$ cat config.mk
export PLATFORM = sky130hd
export DESIGN_NAME = draw_text_box
export DESIGN_NICKNAME = d
export VERILOG_FILES = /design/src/rtl/draw_text_box_pkg.sv /design/src/rtl/draw_text_box_delay.sv /design/src/rtl/draw_text_box.sv
export SDC_FILE = /design/constraint.sdc
export NUM_CORES = 1
export LEC_CHECK = 0
export BUFFER_PORTS_ARGS = -buffer_cell sky130_fd_sc_hd__buf_2
export CELL_PAD_IN_SITES_DETAIL_PLACEMENT = 0
export CELL_PAD_IN_SITES_GLOBAL_PLACEMENT = 2
export CORE_MARGIN = 8
export CORE_UTILIZATION = 37
export CTS_CLUSTER_SIZE = 12
export DETAILED_ROUTE_END_ITERATION = 12
export PLACE_DENSITY = 0.83
export SYNTH_ARGS = -nofsm -noshare
export SYNTH_HDL_FRONTEND = slang
export SYNTH_SLANG_ARGS = --single-unit
$ cat constraint.sdc
create_clock -name pclk -period 6.6 [get_ports pclk]
set_input_delay 1.32 -clock pclk [delete_from_list [all_inputs] [get_ports pclk]]
set_output_delay 1.32 -clock pclk [all_outputs]
set_load 0.02 [all_outputs]
$ cat src/rtl/draw_text_box_pkg.sv
// Shared VGA widths, colour constants, overlay configuration type and frame-start detection
// for the text-overlay stage.
package draw_text_box_pkg;

  localparam int unsigned RGB_W = 12;
  localparam int unsigned CNT_W = 11;

  typedef logic [RGB_W-1:0] rgb_t;
  typedef logic [CNT_W-1:0] cnt_t;

  localparam rgb_t RGB_BLACK = 12'h000;
  localparam rgb_t RGB_WHITE = 12'hFFF;

  typedef enum logic {
    PH0 = 1'b0,
    PH1 = 1'b1
  } blink_ph_e;

  typedef struct packed {
    logic en;
    rgb_t fg;
    rgb_t bg;
    logic bg_transp;
    logic cursor_en;
  } ovl_cfg_t;

  function automatic logic is_frame_start(input cnt_t h, input cnt_t v);
    return (h == '0) && (v == '0);
  endfunction

endpackage

$ cat src/rtl/draw_text_box_delay.sv
// Fixed-length register delay line.
// Cleared on reset so a refilling pipeline only ever carries zeros.
module draw_text_box_delay #(
  parameter int unsigned WIDTH   = 34,
  parameter int unsigned CLK_DEL = 2
) (
  input  logic             clk,
  input  logic             rst,
  input  logic [WIDTH-1:0] din,
  output logic [WIDTH-1:0] dout
);

  logic [WIDTH-1:0] pipe_q [CLK_DEL];

  always_ff @(posedge clk or posedge rst) begin
    if (rst) begin
      for (int unsigned i = 0; i < CLK_DEL; i++) begin
        pipe_q[i] <= '0;
      end
    end else begin
      pipe_q[0] <= din;
      for (int unsigned i = 1; i < CLK_DEL; i++) begin
        pipe_q[i] <= pipe_q[i-1];
      end
    end
  end

  assign dout = pipe_q[CLK_DEL-1];

endmodule

$ cat src/rtl/draw_text_box.sv
// Text overlay stage: COLS x ROWS character grid with frame-shadowed colours, blinking cursor and
// optional one-pixel border. Glyph addresses go out one cycle after the counts; pixels LAT+1 after.
module draw_text_box
  import draw_text_box_pkg::*;
#(
  parameter int unsigned TEXT_X       = 140,
  parameter int unsigned TEXT_Y       = 464,
  parameter int unsigned COLS         = 30,
  parameter int unsigned ROWS         = 1,
  parameter int unsigned CHAR_W       = 8,
  parameter int unsigned CHAR_H       = 16,
  parameter int unsigned LAT          = 2,
  parameter int unsigned BLINK_FRAMES = 30,
  parameter bit          BORDER_EN    = 1'b1,
  parameter rgb_t        BORDER_RGB   = RGB_WHITE,
  localparam int unsigned CW = (COLS > 1)   ? $clog2(COLS)   : 1,
  localparam int unsigned RW = (ROWS > 1)   ? $clog2(ROWS)   : 1,
  localparam int unsigned LW = (CHAR_H > 1) ? $clog2(CHAR_H) : 1
) (
  input  logic              pclk,
  input  logic              rst,
  input  logic [10:0]       hcount_in,
  input  logic [10:0]       vcount_in,
  input  logic [11:0]       rgb_in,
  input  logic              en,
  input  logic [11:0]       fg_rgb,
  input  logic [11:0]       bg_rgb,
  input  logic              bg_transp,
  input  logic              cursor_en,
  input  logic [CW-1:0]     cursor_col,
  input  logic [RW-1:0]     cursor_row,
  input  logic [CHAR_W-1:0] char_pixels,
  output logic [RW+CW-1:0]  char_xy,
  output logic [LW-1:0]     char_line,
  output logic [10:0]       hcount_out,
  output logic [10:0]       vcount_out,
  output logic [11:0]       rgb_out
);

  localparam int unsigned XB = $clog2(CHAR_W);
  localparam int unsigned YB = $clog2(CHAR_H);
  localparam int unsigned BW = (BLINK_FRAMES > 1) ? $clog2(BLINK_FRAMES) : 1;
  localparam int unsigned DW = 2 * CNT_W + RGB_W;

  localparam cnt_t X_LO = cnt_t'(TEXT_X);
  localparam cnt_t X_HI = cnt_t'(TEXT_X + COLS * CHAR_W);
  localparam cnt_t Y_LO = cnt_t'(TEXT_Y);
  localparam cnt_t Y_HI = cnt_t'(TEXT_Y + ROWS * CHAR_H);
  localparam cnt_t X_BL = cnt_t'(TEXT_X - 1);
  localparam cnt_t Y_BT = cnt_t'(TEXT_Y - 1);

  logic frame_start;
  assign frame_start = is_frame_start(hcount_in, vcount_in);

  // ---------------------------------------------------------------- address stage
  logic [RW+CW-1:0] char_xy_q, char_xy_d;
  logic [LW-1:0]    char_line_q, char_line_d;
  logic             a_inside;
  cnt_t             a_hoff, a_voff;

  always_comb begin
    a_inside    = (hcount_in >= X_LO) && (hcount_in < X_HI) &&
                  (vcount_in >= Y_LO) && (vcount_in < Y_HI);
    a_hoff      = hcount_in - X_LO;
    a_voff      = vcount_in - Y_LO;
    char_xy_d   = char_xy_q;
    char_line_d = char_line_q;
    if (a_inside) begin
      char_xy_d   = {RW'(a_voff >> YB), CW'(a_hoff >> XB)};
      char_line_d = LW'(a_voff);
    end
  end

  // ---------------------------------------------------------------- shadow registers
  ovl_cfg_t      cfg_q, cfg_d;
  logic [CW-1:0] cur_col_q, cur_col_d;
  logic [RW-1:0] cur_row_q, cur_row_d;

  always_comb begin
    cfg_d     = cfg_q;
    cur_col_d = cur_col_q;
    cur_row_d = cur_row_q;
    if (frame_start) begin
      cfg_d.en        = en;
      cfg_d.fg        = fg_rgb;
      cfg_d.bg        = bg_rgb;
      cfg_d.bg_transp = bg_transp;
      cfg_d.cursor_en = cursor_en;
      cur_col_d       = cursor_col;
      cur_row_d       = cursor_row;
    end
  end

  // ---------------------------------------------------------------- blink counter / phase FSM
  blink_ph_e     ph_q, ph_d;
  logic [BW-1:0] blink_cnt_q, blink_cnt_d;

  always_comb begin
    ph_d        = ph_q;
    blink_cnt_d = blink_cnt_q;
    if (frame_start) begin
      if (blink_cnt_q == BW'(BLINK_FRAMES - 1)) begin
        blink_cnt_d = '0;
        ph_d        = (ph_q == PH0) ? PH1 : PH0;
      end else begin
        blink_cnt_d = blink_cnt_q + BW'(1);
      end
    end
  end

  // ---------------------------------------------------------------- count/colour delay line
  logic [DW-1:0] dl_out;
  cnt_t          hd, vd;
  rgb_t          rgb_dl;

  draw_text_box_delay #(
    .WIDTH  (DW),
    .CLK_DEL(LAT)
  ) u_delay (
    .clk (pclk),
    .rst (rst),
    .din ({hcount_in, vcount_in, rgb_in}),
    .dout(dl_out)
  );

  assign {hd, vd, rgb_dl} = dl_out;

  // ---------------------------------------------------------------- compose
  logic          c_inside, c_ring, c_bit, c_cursor;
  cnt_t          c_hoff, c_voff;
  logic [XB-1:0] c_xbit;
  rgb_t          rgb_out_d;

  // Range compares use the raw counts so offsets left of/above the area never wrap into it.
  always_comb begin
    c_hoff   = hd - X_LO;
    c_voff   = vd - Y_LO;
    c_inside = (hd >= X_LO) && (hd < X_HI) && (vd >= Y_LO) && (vd < Y_HI);
    c_ring   = (hd >= X_BL) && (hd <= X_HI) && (vd >= Y_BT) && (vd <= Y_HI) &&
               ((hd == X_BL) || (hd == X_HI) || (vd == Y_BT) || (vd == Y_HI));
    c_xbit   = XB'(CHAR_W - 1) - c_hoff[XB-1:0];
    c_cursor = cfg_q.cursor_en && (ph_q == PH1) &&
               (CW'(c_hoff >> XB) == cur_col_q) && (RW'(c_voff >> YB) == cur_row_q);
    c_bit    = char_pixels[c_xbit] ^ c_cursor;

    rgb_out_d = rgb_dl;
    if (cfg_q.en) begin
      if (c_inside) begin
        rgb_out_d = c_bit ? cfg_q.fg : (cfg_q.bg_transp ? rgb_dl : cfg_q.bg);
      end else if (BORDER_EN && c_ring) begin
        rgb_out_d = BORDER_RGB;
      end
    end
  end

  // ---------------------------------------------------------------- registers
  cnt_t hcount_out_q, vcount_out_q;
  rgb_t rgb_out_q;

  always_ff @(posedge pclk or posedge rst) begin
    if (rst) begin
      char_xy_q    <= '0;
      char_line_q  <= '0;
      cfg_q        <= '0;
      cur_col_q    <= '0;
      cur_row_q    <= '0;
      ph_q         <= PH0;
      blink_cnt_q  <= '0;
      hcount_out_q <= '0;
      vcount_out_q <= '0;
      rgb_out_q    <= RGB_BLACK;
    end else begin
      char_xy_q    <= char_xy_d;
      char_line_q  <= char_line_d;
      cfg_q        <= cfg_d;
      cur_col_q    <= cur_col_d;
      cur_row_q    <= cur_row_d;
      ph_q         <= ph_d;
      blink_cnt_q  <= blink_cnt_d;
      hcount_out_q <= hd;
      vcount_out_q <= vd;
      rgb_out_q    <= rgb_out_d;
    end
  end

  assign char_xy    = char_xy_q;
  assign char_line  = char_line_q;
  assign hcount_out = hcount_out_q;
  assign vcount_out = vcount_out_q;
  assign rgb_out    = rgb_out_q;

endmodule

==> impl_metrics.py <==
metrics = {
    "timing": {
        "worst_slew_pin_slew_ns": 1.122,
        "setup_slack_ns": 3.180,
        "report.final.hold_viol_count": 0,
        "layout_min_cycle_time_ns": 3.420,
        "slew_violations": 0,
        "fin_crit_sh_pct": 51.82,
        "fmaxAchievable_ghz": 0.2924,
        "finalSetupViolCount": 0,
        "whs_ns": 0.3464,
        "rsz0062_at_grt": "false",
        "fin_setup_tns_ns": 0,
        "skew_ns": 0.006333,
        "relSlewSlack_pct": 25.01,
    },
    "synthesis": {
        "synth-async-reset-ratio_pct": 100.0,
        "yosys-top-cells-area": "dfrtp_1, mux2_2, mux2i_1",
        "yosysUniqueCellTypes": 44,
        "synth_most_common_cell": "dfrtp_1",
        "syn_area_um2": 5453,
        "synth_top_cell_by_area": "dfrtp_1",
        "synth_seq_cells": 151,
        "synth_edf_count": 0,
        "syn_area_per_cell_um2": 14.98,
        "ys_seq_area_share_pct": 69.30,
        "synth_ff_type": "dfrtp_1",
        "synthCells": 364,
        "synthTopCellsByCount": "dfrtp_1, mux2_2, nor2_1",
        "yosysTopAreaCellShare_pct": 69.30,
        "ys_warn_count": 0,
        "syn_nets": 447,
    },
    "route": {
        "drtPass1Iterations": 6,
        "via_count": 3292,
        "drc": 0,
        "antenna_left": 0,
        "first_iter_violations": 153,
        "wl_um": 11650,
        "wl_per_cell_um": 16.83,
        "viasPerCell": 4.757,
    },
    "clocking": {
        "cts-root-buf": "clkbuf_16",
        "cts.sinks": 151,
        "tritoncts": "yes",
        "htreeDepth": 4,
        "cts.path.max_buffers": 2,
        "cts_hold_buf": 0,
        "cts_setup_buffers": 0,
        "clk_pin_slew_ns": 0.06,
        "post_cts_resized": 0,
        "numCtsBuffers": 17,
        "insertion_delay_ns": 0.42,
    },
    "final_layout": {
        "fillCellCount": 1285,
        "diodes": 0,
        "layout.nets": 579,
        "multi_input_area_um2": 1618,
        "drive_above_1_share_pct": 42.32,
        "seqCellArea_um2": 3779,
        "syn2layout_area_growth_pct": 25.70,
        "stdcell_count": 692,
    },
    "run": {
        "drv_cap": 0,
    },
    "floorplanning": {
        "start_util_pct": 37.66,
        "core-area_um2": 14480,
        "rows": 44,
        "pin_count": 121,
        "die-width_um": 137.4,
        "die_y_um": 137.4,
        "dieArea_um2": 18880,
    },
    "placed_design": {
        "hpwl_um": 8399,
        "io_buffers": 120,
        "dp_slack_ns": 2.741,
        "place_congestion": 0.7516,
        "placed_cells": 661,
    },
    "worst_setup_path": {
        "crit_path_start_kind": "input port",
        "critPathKind": "in2reg",
        "cp-end-kind": "flip-flop",
        "arrival_ns": 3.72,
        "crit_fanout": 42,
        "required_ns": 6.90,
    },
    "pwr": {
        "power.density_nw_per_um2": 297.7,
        "max-vdd-ir-drop_uv": 215.9,
        "leakagePower_nw": 3.328,
    },
    "status": {
        "status": "completed",
    },
    "global_routing": {
        "grt_pass1_wl_um": 18210,
        "grt_max_degree": 93,
        "grt_pass1_vias": 3474,
        "grt_overflow_total": 0,
        "grt_usage_pct": 13.01,
        "antenna_found_initial": 0,
    },
    "hold_path": {
        "holdCritPathClass": "reg2reg",
    },
}
-- flip-flops by register name, indices dropped and copies added (netlist names) --
name,flops
char_xy,6
blink_cnt_q,5
rgb_out,12
ph_q,1
vcount_out,11
char_line,4
u_delay.dout,34
cfg_q,27
u_delay.pipe_q,34
cur_col_q,5
hcount_out,11
cur_row_q,1
-- stage by stage --
step / area, um^2 / util (%) / power, mW
floorplan: 5453 / - / 1.051
global placement: 6270 / 43.30 / 1.106
detailed placement: 6270 / 43.30 / 1.110
CTS: 6854 / 47.34 / 2.070
global route: 6854 / 47.34 / 2.120
finish: 6854 / 47.34 / 2.040
-- final cells by class --
class	count	area share [%]
inverters	6	0.4016
clock inverters	14	2.318
clock buffers	17	6.207
well taps	184	3.359
multi-input cells	198	23.60
flip-flops and latches	151	55.13
repair buffers	122	8.981
-- path summary, 6_finish.rpt --
path	from	to	slack, ns	cells after the start
worst max-delay path	hcount_in[10]	cfg_q[14]	3.18	6
worst min-delay path	u_delay.pipe_q[58]	u_delay.dout[24]	0.35	0
worst max register to register	u_delay.dout[25]	rgb_out[3]	3.98	8
worst min register to register	u_delay.pipe_q[58]	u_delay.dout[24]	0.35	0
max in group asynchronous	rst	u_delay.dout[11]	4.27	3
min in group asynchronous	rst	cfg_q[3]	1.08	2
-- cells in the final DEF, fill, tap and decap left out, types with 9 or more instances in the layout --
master,instances
dfrtp_1,151
buf_2,120
mux2_2,51
nor2_1,19
clkbuf_16,17
a21oi_1,15
mux2i_1,14
nand2_1,13
o21ai_0,11
xnor2_1,9
-- worst max-delay path, cell delays in order --
cell and delay [ns]:
buf_2 0.10, or4_1 0.53, nor2_1 0.23, nand3_1 0.19
nor2_4 0.90, mux2_2 0.43
-- routing by layer --
layer | share of wire (%) | global-route usage [%] | up-vias
li1 | - | - | 1549
met5 | 0 | 0 | -
met3 | 6.4 | 4.960 | 17
met1 | 41 | 14.91 | 1647
met4 | 1.9 | 6.397 | 0
met2 | 51 | 20.99 | 79
-- power by group --
| group | total, mW | internal [mW] | switching [mW] |
|---|---|---|---|
| sequential | 0.976 | 0.959 | 0.0168 |
| combinational | 0.113 | 0.0442 | 0.0691 |
| clock | 0.951 | 0.588 | 0.364 |
| total | 2.04 | 1.59 | 0.449 |
-- cells by family after synthesis --
group                    Yosys count  synth area share, %
AND/OR/NAND/NOR                   72                7.183
flip-flops                       151                69.30
XOR/XNOR                          15                2.823
adder cells (fa/ha/maj)            6                1.377
AO/OA/AOI/OAI                     38                4.107
multiplexers                      67                13.93
buffers and inverters             15                1.285
(Power assumes the default switching activity.)
